File: config.mk
export PLATFORM = sky130hd
export DESIGN_NAME = alu_cmd_ctrl
export DESIGN_NICKNAME = d
export VERILOG_FILES = /design/src/rtl/alu_ctrl_pkg.sv /design/src/rtl/alu_ctrl_mode_dec.sv /design/src/rtl/alu_cmd_ctrl.sv
export SDC_FILE = /design/constraint.sdc
export NUM_CORES = 1
export LEC_CHECK = 0
export CAP_MARGIN = 20
export CORE_ASPECT_RATIO = 0.6
export CORE_MARGIN = 2
export CORE_UTILIZATION = 45
export CTS_BUF_LIST = sky130_fd_sc_hd__clkbuf_16
export DETAILED_ROUTE_END_ITERATION = 6
export GPL_ROUTABILITY_DRIVEN = 0
export PLACE_DENSITY = 0.84
export SETUP_SLACK_MARGIN = 0.02
export SLEW_MARGIN = 20
export SYNTH_ARGS = -nofsm -noshare
export SYNTH_HDL_FRONTEND = slang
export SYNTH_HIERARCHICAL = 1
export SYNTH_SLANG_ARGS = --single-unit
File: constraint.sdc
create_clock -name clk -period 4.1 [get_ports clk]
set_clock_uncertainty 0.15 [all_clocks]
set_input_delay 1.23 -clock clk [delete_from_list [all_inputs] [get_ports clk]]
set_output_delay 1.23 -clock clk [all_outputs]
set_load 0.005 [all_outputs]
File: src/rtl/alu_ctrl_pkg.sv
// Shared types and constants for the ALU command-side controller.
package alu_ctrl_pkg;

    localparam int unsigned DATA_W    = 8;
    localparam int unsigned OP_W      = 2;
    localparam int unsigned MODE_W    = 2;
    localparam int unsigned EN_W      = 3;
    localparam int unsigned IRQ_CNT_W = 8;

    // ALU path selected by a command
    typedef enum logic [MODE_W-1:0] {
        MODE_NOP = 2'b00,
        MODE_A   = 2'b01,
        MODE_B   = 2'b10,
        MODE_ILL = 2'b11
    } alu_mode_e;

    // Controller FSM states
    typedef enum logic [2:0] {
        ST_IDLE = 3'd0,
        ST_EXEC = 3'd1,
        ST_CAPT = 3'd2,
        ST_CLR  = 3'd3,
        ST_RESP = 3'd4
    } ctrl_state_e;

    // Enable triplets ordered {alu_enable, alu_enable_a, alu_enable_b}
    localparam logic [EN_W-1:0] EN_NONE   = 3'b000;
    localparam logic [EN_W-1:0] EN_A_PATH = 3'b110;
    localparam logic [EN_W-1:0] EN_B_PATH = 3'b101;
    localparam logic [EN_W-1:0] EN_ILL    = 3'b111;

endpackage

File: src/rtl/alu_ctrl_mode_dec.sv
// Combinational decode of command mode/op into ALU enables and opcodes.
module alu_ctrl_mode_dec
    import alu_ctrl_pkg::*;
(
    input  alu_mode_e         mode_i,
    input  logic [OP_W-1:0]   op_i,
    output logic [EN_W-1:0]   en_c,
    output logic [OP_W-1:0]   op_a_c,
    output logic [OP_W-1:0]   op_b_c
);

    // Route op to the selected path; the unused opcode stays 00
    always_comb begin
        en_c   = EN_NONE;
        op_a_c = '0;
        op_b_c = '0;
        case (mode_i)
            MODE_A: begin
                en_c   = EN_A_PATH;
                op_a_c = op_i;
            end
            MODE_B: begin
                en_c   = EN_B_PATH;
                op_b_c = op_i;
            end
            MODE_ILL: en_c = EN_ILL;
            default:  en_c = EN_NONE;
        endcase
    end

endmodule

File: src/rtl/alu_cmd_ctrl.sv
// Command-side controller for the 8-bit ALU: command handshake, ALU drive,
// result/interrupt capture, interrupt clear and response handshake.
// Optional saturating interrupt counter enabled by ALU_CTRL_IRQ_CNT_EN.
module alu_cmd_ctrl
    import alu_ctrl_pkg::*;
(
    input  logic              clk,
    input  logic              rst_n,
    input  logic              cmd_valid,
    output logic              cmd_ready,
    input  logic [MODE_W-1:0] cmd_mode,
    input  logic [OP_W-1:0]   cmd_op,
    input  logic [DATA_W-1:0] cmd_a,
    input  logic [DATA_W-1:0] cmd_b,
    output logic              rsp_valid,
    input  logic              rsp_ready,
    output logic [DATA_W-1:0] rsp_data,
    output logic              rsp_irq,
    output logic              alu_enable,
    output logic              alu_enable_a,
    output logic              alu_enable_b,
    output logic [OP_W-1:0]   alu_op_a,
    output logic [OP_W-1:0]   alu_op_b,
    output logic [DATA_W-1:0] alu_in_a,
    output logic [DATA_W-1:0] alu_in_b,
    output logic              alu_irq_clr,
    input  logic [DATA_W-1:0] alu_out,
    input  logic              alu_irq
`ifdef ALU_CTRL_IRQ_CNT_EN
    ,
    output logic [IRQ_CNT_W-1:0] irq_cnt
`endif
);

    ctrl_state_e       state_q, state_d;
    logic              cmd_ready_q, cmd_ready_d;
    logic              rsp_valid_q, rsp_valid_d;
    logic [DATA_W-1:0] rsp_data_q, rsp_data_d;
    logic              rsp_irq_q, rsp_irq_d;
    logic [EN_W-1:0]   en_q, en_d;
    logic [OP_W-1:0]   op_a_q, op_a_d;
    logic [OP_W-1:0]   op_b_q, op_b_d;
    logic [DATA_W-1:0] in_a_q, in_a_d;
    logic [DATA_W-1:0] in_b_q, in_b_d;
    logic              irq_clr_q, irq_clr_d;
    logic              ill_q, ill_d;

    logic [EN_W-1:0]   dec_en_c;
    logic [OP_W-1:0]   dec_op_a_c, dec_op_b_c;
    logic              cmd_hs_c, rsp_hs_c;

    assign cmd_hs_c = cmd_valid & cmd_ready_q;
    assign rsp_hs_c = rsp_valid_q & rsp_ready;

    alu_ctrl_mode_dec u_mode_dec (
        .mode_i (alu_mode_e'(cmd_mode)),
        .op_i   (cmd_op),
        .en_c   (dec_en_c),
        .op_a_c (dec_op_a_c),
        .op_b_c (dec_op_b_c)
    );

    // State register
    always_ff @(posedge clk) begin
        if (!rst_n) state_q <= ST_IDLE;
        else        state_q <= state_d;
    end

    // Next-state logic: one command in flight, clear cycle only on interrupt
    always_comb begin
        state_d = state_q;
        case (state_q)
            ST_IDLE: if (cmd_hs_c) state_d = ST_EXEC;
            ST_EXEC: state_d = ST_CAPT;
            ST_CAPT: state_d = alu_irq ? ST_CLR : ST_RESP;
            ST_CLR:  state_d = ST_RESP;
            ST_RESP: if (rsp_hs_c) state_d = ST_IDLE;
            default: state_d = ST_IDLE;
        endcase
    end

    // Output next values; flags follow the state being entered so the clear
    // pulse and the enables can never overlap
    always_comb begin
        cmd_ready_d = (state_d == ST_IDLE);
        rsp_valid_d = (state_d == ST_RESP);
        irq_clr_d   = (state_d == ST_CLR);
        en_d        = EN_NONE;
        rsp_data_d  = rsp_data_q;
        rsp_irq_d   = rsp_irq_q;
        op_a_d      = op_a_q;
        op_b_d      = op_b_q;
        in_a_d      = in_a_q;
        in_b_d      = in_b_q;
        ill_d       = ill_q;
        if (state_q == ST_IDLE && cmd_hs_c) begin
            en_d   = dec_en_c;
            op_a_d = dec_op_a_c;
            op_b_d = dec_op_b_c;
            in_a_d = cmd_a;
            in_b_d = cmd_b;
            ill_d  = (alu_mode_e'(cmd_mode) == MODE_ILL);
        end
        if (state_q == ST_CAPT) begin
            rsp_data_d = ill_q ? '0 : alu_out;
            rsp_irq_d  = alu_irq;
        end
    end

    // Output and datapath registers
    always_ff @(posedge clk) begin
        if (!rst_n) begin
            cmd_ready_q <= 1'b0;
            rsp_valid_q <= 1'b0;
            rsp_data_q  <= '0;
            rsp_irq_q   <= 1'b0;
            en_q        <= EN_NONE;
            op_a_q      <= '0;
            op_b_q      <= '0;
            in_a_q      <= '0;
            in_b_q      <= '0;
            irq_clr_q   <= 1'b0;
            ill_q       <= 1'b0;
        end else begin
            cmd_ready_q <= cmd_ready_d;
            rsp_valid_q <= rsp_valid_d;
            rsp_data_q  <= rsp_data_d;
            rsp_irq_q   <= rsp_irq_d;
            en_q        <= en_d;
            op_a_q      <= op_a_d;
            op_b_q      <= op_b_d;
            in_a_q      <= in_a_d;
            in_b_q      <= in_b_d;
            irq_clr_q   <= irq_clr_d;
            ill_q       <= ill_d;
        end
    end

    assign cmd_ready    = cmd_ready_q;
    assign rsp_valid    = rsp_valid_q;
    assign rsp_data     = rsp_data_q;
    assign rsp_irq      = rsp_irq_q;
    assign alu_enable   = en_q[2];
    assign alu_enable_a = en_q[1];
    assign alu_enable_b = en_q[0];
    assign alu_op_a     = op_a_q;
    assign alu_op_b     = op_b_q;
    assign alu_in_a     = in_a_q;
    assign alu_in_b     = in_b_q;
    assign alu_irq_clr  = irq_clr_q;

`ifdef ALU_CTRL_IRQ_CNT_EN
    logic [IRQ_CNT_W-1:0] irq_cnt_q, irq_cnt_d;

    // Count entries into the clear state, saturating at all-ones
    always_comb begin
        irq_cnt_d = irq_cnt_q;
        if (state_q == ST_CAPT && state_d == ST_CLR && irq_cnt_q != {IRQ_CNT_W{1'b1}})
            irq_cnt_d = irq_cnt_q + IRQ_CNT_W'(1);
    end

    // Interrupt counter register
    always_ff @(posedge clk) begin
        if (!rst_n) irq_cnt_q <= '0;
        else        irq_cnt_q <= irq_cnt_d;
    end

    assign irq_cnt = irq_cnt_q;
`endif

endmodule

==> impl_metrics.yaml, run 1 <==
status:
  outcome: "completed"
power:
  cellPowerDensity_nw_per_um2: 384
  ir_drop_uv: 271
  leak_pwr_nw: 0.882
synth:
  yosysWarnings: 6
  yosysUniqueCellTypes: 23
  yosysTopAreaCell: "sky130_fd_sc_hd__dfxtp_1"
  synth.top_cells.by_area: "sky130_fd_sc_hd__dfxtp_1 (49%), sky130_fd_sc_hd__mux2i_1 (13%), sky130_fd_sc_hd__nand2_1 (12%)"
  ys_seq_elements: 39
  post-synth-top-area-fraction_pct: 49.1
  synthesis.nets: 203
  netlist_area_before_placement_um2: 1590
  post_synth.cell_area_avg_um2: 9.35
  ys_seq_area_share_pct: 49.1
  synthesis.instances: 170
finish:
  layout-area-overhead-vs-synth_pct: 50.4
  mostFrequentLayoutCells: "sky130_fd_sc_hd__clkdlybuf4s50_1 (67), sky130_fd_sc_hd__nand2_1 (51), sky130_fd_sc_hd__dfxtp_1 (39)"
  layout.cells.most_common: "sky130_fd_sc_hd__clkdlybuf4s50_1"
  stdcell_count: 279
  nets: 266
  num_antenna_cells: 0
  layout-drive-gt1-share_pct: 5.98
  fill_cells: 281
  final_core_occ_pct: 71.9
drt:
  via_count: 1373
  drt-vias-per-instance: 4.92
  total_wire_length_after_detailed_routing_mm: 3.66
  drtAntennaViolNets: 0
  drt-pass1-iter-count: 4
  post_drt_wl_per_cell_um: 13.1
  drt_drc_violations_left: 0
  first_iteration_detailed_routing_drc_count: 71
global_routing:
  track_usage_pct: 19.7
  overflow_after_grt: 0
  grt_antenna_before_repair: 0
  grt_max_degree: 38
  first_pass_grt_wire_length_mm: 6.14
  first_global_vias: 1353
floorplan:
  die_y_um: 50.0
  initial_utilization_pct: 47.8
  coreArea_um2: 3320
  fp.dieW_um: 80.7
  design.portCount: 68
  die_area_um2: 4040
  placementRows: 16
worst_setup_path:
  critical_path_cell_by_cell: "clkdlybuf4s50_1 > buf_4 > nand2_1 > mux2i_1"
  worst-endpoint-arrival_ps: 2610
  max_stage_delay_ps: 710
  worstSetupEndpointType: "flip-flop"
  setup.worst_path.class: "input port to flip-flop"
  cp_num_buf_inv: 2
  r2r_start: "state_q[0]"
  worstReg2RegEnd: "alu_in_a[5]"
  critical_path.startpoint_type: "input port"
  critPathSlowestCell: "sky130_fd_sc_hd__clkdlybuf4s50_1"
  cp_top_family: "buffers and inverters"
  r2r_cells: 4
  cp_data_required_time_ps: 4150
  reg2reg_slack_ps: 2410
  path_max_fanout: 37
hold_path:
  min_path_cells: 2
  holdPathEnd: "rsp_irq"
  worstHoldPathType: "flip-flop to flip-flop"
  hp-start: "rsp_irq"
timing:
  finalCritPeriodShare_pct: 62.2
  timing.final.ws_setup_ps: 1550
  timing.final.crit_period_ps: 2550
  rsz0062_at_grt: "false"
  slew_violations: 0
  final.setup.tns_ps: 0
  setup_violations: 0
  hold_violations: 0
  max_slew_margin_vs_limit_pct: 68.5
  max_freq_mhz: 392
  tightest_slew_ps: 472
  timing.hold.ws_ps: 301
clocking:
  worst_skew_pair.late_latency_ps: 280
  cts-hold-fix-buffers: 0
  cts.repair.resized: 0
  numClockSinks: 39
  clock_tree.root_cell: "sky130_fd_sc_hd__clkbuf_16"
  cts.htree.levels: 2
  postCtsSetupBuffers: 0
  cts.reportedPaths.clkPinSlew_ps: 60
  cts_tree: "built"
  clock_tree.buffer_depth: 2
  cts_inserted_buffers: 5
placed_design:
  port_buffers: 67
  hpwlAfterDp_mm: 2.58
  dp_slack_ps: 1280
  place_inst: 271
flow_run:
  cap_viol_max_count: 0
==> worst min-delay path, cell delays in order, from the launching register on <==
cell	delay, ps
sky130_fd_sc_hd__dfxtp_1	310
sky130_fd_sc_hd__nand2_1	50
sky130_fd_sc_hd__a21oi_1	50
==> state kept, by name, indices dropped and copies added, names as in the netlist <==
signal and cells:
alu_in_a 8, alu_in_b 8, alu_irq_clr 1, alu_op_a 2, alu_op_b 2, cmd_ready 1, en_q 3, ill_q 1
rsp_data 8, rsp_irq 1, rsp_valid 1, state_q 3
==> worst max path at each step <==
stage	startpoint	to	slack [ps]	depth (start not counted)
after global placement	rst_n	ill_q	1350	4
after CTS	rst_n	alu_in_a[5]	1540	4
after floorplan	rst_n	alu_in_a[6]	1940	4
after detailed placement	rst_n	alu_in_a[5]	1280	4
after global routing	rst_n	alu_in_b[0]	1400	4
final	rst_n	alu_in_a[5]	1550	4
==> cell usage after synthesis <==
master,instances
sky130_fd_sc_hd__nand2_1,51
sky130_fd_sc_hd__dfxtp_1,39
sky130_fd_sc_hd__mux2i_1,21
sky130_fd_sc_hd__a21oi_1,13
sky130_fd_sc_hd__clkbuf_1,9
sky130_fd_sc_hd__nand3b_1,8
sky130_fd_sc_hd__and3b_1,5
sky130_fd_sc_hd__and3_1,3
sky130_fd_sc_hd__inv_1,3
sky130_fd_sc_hd__and4b_1,2
sky130_fd_sc_hd__buf_6,2
sky130_fd_sc_hd__buf_8,2
sky130_fd_sc_hd__nand3_1,2
sky130_fd_sc_hd__a2111oi_2,1
sky130_fd_sc_hd__a211o_1,1
sky130_fd_sc_hd__nand2_4,1
sky130_fd_sc_hd__nand4b_1,1
sky130_fd_sc_hd__nor2_1,1
sky130_fd_sc_hd__nor3_1,1
sky130_fd_sc_hd__nor3b_4,1
sky130_fd_sc_hd__o21ai_0,1
sky130_fd_sc_hd__or2_1,1
sky130_fd_sc_hd__or3b_2,1
==> where the power goes <==
| part | total (mW) | switching (mW) | internal (mW) |
|---|---|---|---|
| clock network | 0.373 | 0.149 | 0.224 |
| logic | 0.134 | 0.0524 | 0.0816 |
| registers | 0.412 | 0.0130 | 0.399 |
==> stage by stage <==
stage                     cell area (µm²)  power [mW]
after floorplan                      1590       0.483
after global placement               2240       0.550
after detailed placement             2240       0.553
after CTS                            2390       0.924
after global routing                 2390       0.956
final                                2390       0.919
==> routing by layer <==
layer	vias to the layer above	wire [µm]	GRT usage, %
met2	38	1620	32.1
met1	638	1820	25.6
met5	-	0	0
li1	693	-	-
met4	0	29	6.50
met3	4	186	4.95
==> layout make-up <==
type	count	area, µm²	share of cell area, %
inverter	3	11.3	0.471
multi-input combinational	115	711	29.7
clock buffer	5	125	5.24
clock inverter	3	20.0	0.838
sequential	39	781	32.7
tap	45	56.3	2.36
timing repair buffer	69	686	28.7
==> cells by family (layout without fill, tap and decap cells) <==
kind of cell	after synthesis	count (layout)	synth area share, %
DFF	39	39	49.1
and+or+nand+nor	78	78	25.6
AOI/OAI and AO/OA	16	16	5.90
muxes	21	21	13.2
buffers and inverters	16	80	6.14
(Power assumes the default switching activity.)
==> run 2: changes to the inputs <==
CORE_UTILIZATION = 42   (was 45)
PLACE_DENSITY = 0.8   (was 0.84)
clock period = 2.6 ns   (was 4.1 ns; I/O delays follow)
==> impl_metrics.yaml, run 2 (same netlist as run 1, synthesis figures left out) <==
drt:
  via_count: 1351
  post_drt_wl_per_cell_um: 12.9
  drt-vias-per-instance: 4.79
  drtAntennaViolNets: 0
  drt-pass1-iter-count: 4
  first_iteration_detailed_routing_drc_count: 31
  drt_drc_violations_left: 0
  total_wire_length_after_detailed_routing_mm: 3.64
clocking:
  cts_tree: "built"
  cts.repair.resized: 0
  clock_tree.buffer_depth: 2
  clock_tree.root_cell: "sky130_fd_sc_hd__clkbuf_16"
  cts_inserted_buffers: 5
  cts-hold-fix-buffers: 0
  postCtsSetupBuffers: 0
  numClockSinks: 39
  cts.reportedPaths.clkPinSlew_ps: 50
  cts.htree.levels: 2
  worst_skew_pair.late_latency_ps: 280
power:
  leak_pwr_nw: 0.900
  total_switching_power_mw: 0.319
  fraction_of_power_consumed_by_sequential_logic_pct: 45.5
  intPower_mw: 1.11
  cellPowerDensity_nw_per_um2: 594
  share_comb_of_total_power_pct: 15.1
  ir_drop_uv: 354
  power_frac_clock_pct: 39.4
  post-layout-total-power_mw: 1.43
  switching_share_pct: 22.3
finish:
  nets: 267
  layout-drive-gt1-share_pct: 5.53
  layout-area-overhead-vs-synth_pct: 51.3
  layout.cells.most_common: "sky130_fd_sc_hd__clkdlybuf4s50_1"
  num_antenna_cells: 0
  mostFrequentLayoutCells: "sky130_fd_sc_hd__clkdlybuf4s50_1 (67), sky130_fd_sc_hd__nand2_1 (51), sky130_fd_sc_hd__dfxtp_1 (39)"
timing:
  max_freq_mhz: 481
  final.setup.tns_ps: 0
  tightest_slew_ps: 469
  rsz0062_at_grt: "false"
  finalCritPeriodShare_pct: 80.0
  max_slew_margin_vs_limit_pct: 68.7
  timing.final.crit_period_ps: 2080
  setup_violations: 0
  hold_violations: 0
  slew_violations: 0
floorplan:
  design.portCount: 68
  initial_utilization_pct: 43.7
  die_y_um: 51.6
  placementRows: 17
  die_area_um2: 4310
  coreArea_um2: 3640
  fp.dieW_um: 83.4
worst_setup_path:
  cp_num_buf_inv: 1
  path_max_fanout: 2
  setup.worst_path.class: "flip-flop to output pin"
  max_stage_delay_ps: 530
  worst-endpoint-arrival_ps: 1150
  critical_path.startpoint_type: "flip-flop"
  cp_top_family: "buffers and inverters"
  critical_path_cell_by_cell: "clkdlybuf4s50_1"
  critPathSlowestCell: "sky130_fd_sc_hd__clkdlybuf4s50_1"
  cp_data_required_time_ps: 1670
  worstSetupEndpointType: "output pin"
status:
  outcome: "completed"
global_routing:
  grt_antenna_before_repair: 0
  track_usage_pct: 17.8
  first_global_vias: 1272
  first_pass_grt_wire_length_mm: 5.90
  grt_max_degree: 25
  overflow_after_grt: 0
hold_path:
  worstHoldPathType: "flip-flop to flip-flop"
flow_run:
  cap_viol_max_count: 0
placed_design:
  port_buffers: 67
  hpwlAfterDp_mm: 2.54
[run 2: cell count changes in the layout (fill, tap and decap cells not counted)]
cell	before	now
sky130_fd_sc_hd__buf_12	0	1
sky130_fd_sc_hd__clkinvlp_4	2	0
sky130_fd_sc_hd__inv_1	3	5
[run 2: path summary, 6_finish.rpt]
kind                                  start           to  slack, ps  depth (start not counted)
worst max-delay path            rsp_data[3]  rsp_data[3]        520                          1
worst min-delay path            rsp_data[5]  rsp_data[5]        300                          2
worst max register to register   state_q[0]  alu_in_a[0]       1020                          4
worst min register to register  rsp_data[5]  rsp_data[5]        300                          2
[run 2: layer usage]
metal / vias to the layer above / routed length, µm / track usage [%]
li1: 700 / - / -
met1: 595 / 1810 / 23.0
met2: 49 / 1480 / 27.0
met3: 7 / 268 / 5.87
met4: 0 / 85 / 8.87
met5: - / 0 / 0
[run 2: area by class of cell]
cell class	count	area, µm²
fill	308	1230
clock buffer	5	125
tap	47	58.8
sequential	39	781
inverter	3	11.3
multi-input combinational	115	711
clock inverter	3	12.5
timing repair buffer	70	706
[run 2: worst min-delay path: cells and delay by family, from the launching register on]
family           cells  cell delay [ps]
AO/OA/AOI/OAI        1               50
flip-flops           1              300
AND/OR/NAND/NOR      1               50
[run 2: power groups by stage]
stage	logic [mW]	registers [mW]	clock network (mW)
final	0.216	0.649	0.562
after global routing	0.233	0.653	0.598
after CTS	0.218	0.649	0.577
after detailed placement	0.216	0.661	0
after global placement	0.212	0.661	0
after floorplan	0.101	0.661	0
[run 2: stage by stage]
step,worst slack [ps],utilization [%],std cells,instance area (µm²),hold WS (ps)
after global placement,458,62.3,274,2270,292
after CTS,501,66.1,282,2400,305
after detailed placement,425,62.3,274,2270,299
after global routing,466,66.1,282,2400,323
final,519,66.1,282,2400,301
after floorplan,887,-,170,1590,298
==> run 3: changes to the inputs <==
CORE_UTILIZATION = 38   (was 42)
PLACE_DENSITY = 0.76   (was 0.8)
clock period = 1.9 ns   (was 2.6 ns; I/O delays follow)
==> impl_metrics.yaml, run 3 (same netlist as run 1, synthesis figures left out) <==
worst_setup_path:
  r2r_cells: 4
  worstReg2RegEnd: "alu_in_b[5]"
  critical_path_cell_by_cell: "clkdlybuf4s50_1"
  reg2reg_slack_ps: 320
  max_stage_delay_ps: 520
  critical_path.startpoint_type: "flip-flop"
  cp_data_required_time_ps: 1180
  cp_top_family: "buffers and inverters"
  r2r_start: "state_q[0]"
  setup.worst_path.class: "flip-flop to output pin"
  worst-endpoint-arrival_ps: 1130
  critPathSlowestCell: "sky130_fd_sc_hd__clkdlybuf4s50_1"
  path_max_fanout: 2
  cp_num_buf_inv: 1
  worstSetupEndpointType: "output pin"
drt:
  first_iteration_detailed_routing_drc_count: 52
  total_wire_length_after_detailed_routing_mm: 3.73
  drt-vias-per-instance: 4.74
  drt-pass1-iter-count: 4
  drtAntennaViolNets: 0
  via_count: 1375
  drt_drc_violations_left: 0
  post_drt_wl_per_cell_um: 12.9
global_routing:
  overflow_after_grt: 0
  first_pass_grt_wire_length_mm: 5.51
  track_usage_pct: 15.5
  grt_max_degree: 30
  first_global_vias: 1191
  grt_antenna_before_repair: 0
power:
  ir_drop_uv: 438
  share_comb_of_total_power_pct: 13.4
  intPower_mw: 1.79
  fraction_of_power_consumed_by_sequential_logic_pct: 39.5
  post-layout-total-power_mw: 2.25
  power_frac_clock_pct: 47.1
  switching_share_pct: 20.2
  cellPowerDensity_nw_per_um2: 892
  total_switching_power_mw: 0.454
  leak_pwr_nw: 1.12
hold_path:
  holdPathEnd: "rsp_data[4]"
  hp-start: "rsp_data[4]"
  worstHoldPathType: "flip-flop to flip-flop"
  min_path_cells: 2
timing:
  setup_violations: 0
  timing.final.ws_setup_ps: 52.8
  max_freq_mhz: 541
  finalCritPeriodShare_pct: 97.2
  tightest_slew_ps: 348
  timing.hold.ws_ps: 300
  timing.final.crit_period_ps: 1850
  rsz0062_at_grt: "false"
  hold_violations: 0
  max_slew_margin_vs_limit_pct: 76.8
  slew_violations: 0
clocking:
  postCtsSetupBuffers: 0
  cts_inserted_buffers: 5
  cts.htree.levels: 2
  clock_tree.root_cell: "sky130_fd_sc_hd__clkbuf_16"
  clock_tree.buffer_depth: 2
  cts_tree: "built"
  worst_skew_pair.late_latency_ps: 280
  cts.reportedPaths.clkPinSlew_ps: 60
  numClockSinks: 39
finish:
  layout.cells.most_common: "sky130_fd_sc_hd__clkdlybuf4s50_1"
  layout-drive-gt1-share_pct: 7.92
  mostFrequentLayoutCells: "sky130_fd_sc_hd__clkdlybuf4s50_1 (57), sky130_fd_sc_hd__nand2_1 (51), sky130_fd_sc_hd__dfxtp_1 (39)"
  sequential_cell_area_um2: 781
  nets: 272
  num_antenna_cells: 0
  final_core_occ_pct: 62.2
  layout-area-overhead-vs-synth_pct: 58.7
  fill_cells: 342
  multi_input_area_um2: 711
placed_design:
  port_buffers: 67
  dp_slack_ps: -78.3
  hpwlAfterDp_mm: 2.69
floorplan:
  placementRows: 18
  fp.dieW_um: 87.5
  die_area_um2: 4730
  initial_utilization_pct: 39.2
  die_y_um: 54.1
  design.portCount: 68
  coreArea_um2: 4050
flow_run:
  cap_viol_max_count: 0
status:
  outcome: "completed"
[run 3: cell types whose count changed in the layout (fill, tap and decap cells not counted), sizes merged]
cell | before | now
buf | 3 | 8
clkinv | 1 | 0
inv | 5 | 4
dlymetal6s2s | 0 | 10
clkdlybuf4s50 | 67 | 57
bufinv | 0 | 2
[run 3: cell type report]
type / count / share of cell area (%)
flip-flops and latches: 39 / 31.0
clock inverters: 3 / 2.53
well taps: 50 / 2.48
multi-input cells: 115 / 28.2
repair buffers: 75 / 30.5
inverters: 3 / 0.446
clock buffers: 5 / 4.96
[run 3: stage by stage]
stage / std cells / instance area, µm² / setup TNS [ps]
6_report: 290 / 2520 / 0
3_5_place_dp: 282 / 2310 / -973
4_1_cts: 290 / 2500 / 0
2_1_floorplan: 170 / 1590 / 0
5_1_grt: 290 / 2520 / 0
3_3_place_gp: 282 / 2310 / 0
[run 3: power by group through the flow]
stage | Clock [mW] | Combinational (mW) | Sequential (mW)
after floorplan | 0 | 0.139 | 0.904
after global placement | 0 | 0.302 | 0.905
after detailed placement | 0 | 0.305 | 0.906
after CTS | 1.09 | 0.307 | 0.888
after global routing | 1.11 | 0.328 | 0.892
final | 1.06 | 0.302 | 0.888
[run 3: layer usage]
metal / vias up / track usage, % / share of wire (%)
met3: 5 / 6.29 / 6.9
li1: 706 / - / -
met5: - / 0 / 0
met1: 625 / 20.6 / 49
met4: 0 / 6.15 / 1.3
met2: 39 / 22.3 / 43
[run 3: worst max-delay path by stage]
| stage | startpoint | endpoint | slack (ps) | depth (start not counted) |
|---|---|---|---|---|
| 3_3_place_gp | cmd_valid | alu_in_a[4] | 3 | 4 |
| 6_report | rsp_valid | rsp_valid | 50 | 1 |
| 4_1_cts | alu_op_b[0] | alu_op_b[0] | 30 | 1 |
| 5_1_grt | alu_in_b[2] | alu_in_b[2] | 20 | 1 |
| 3_5_place_dp | cmd_valid | alu_op_b[1] | -80 | 4 |
| 2_1_floorplan | rst_n | alu_in_a[6] | 400 | 4 |
[run 3: timing repair]
item                                    CTS  global route
hold buffers                              0             0
endpoints found under the setup margin    0            10
resized for setup                         0            10
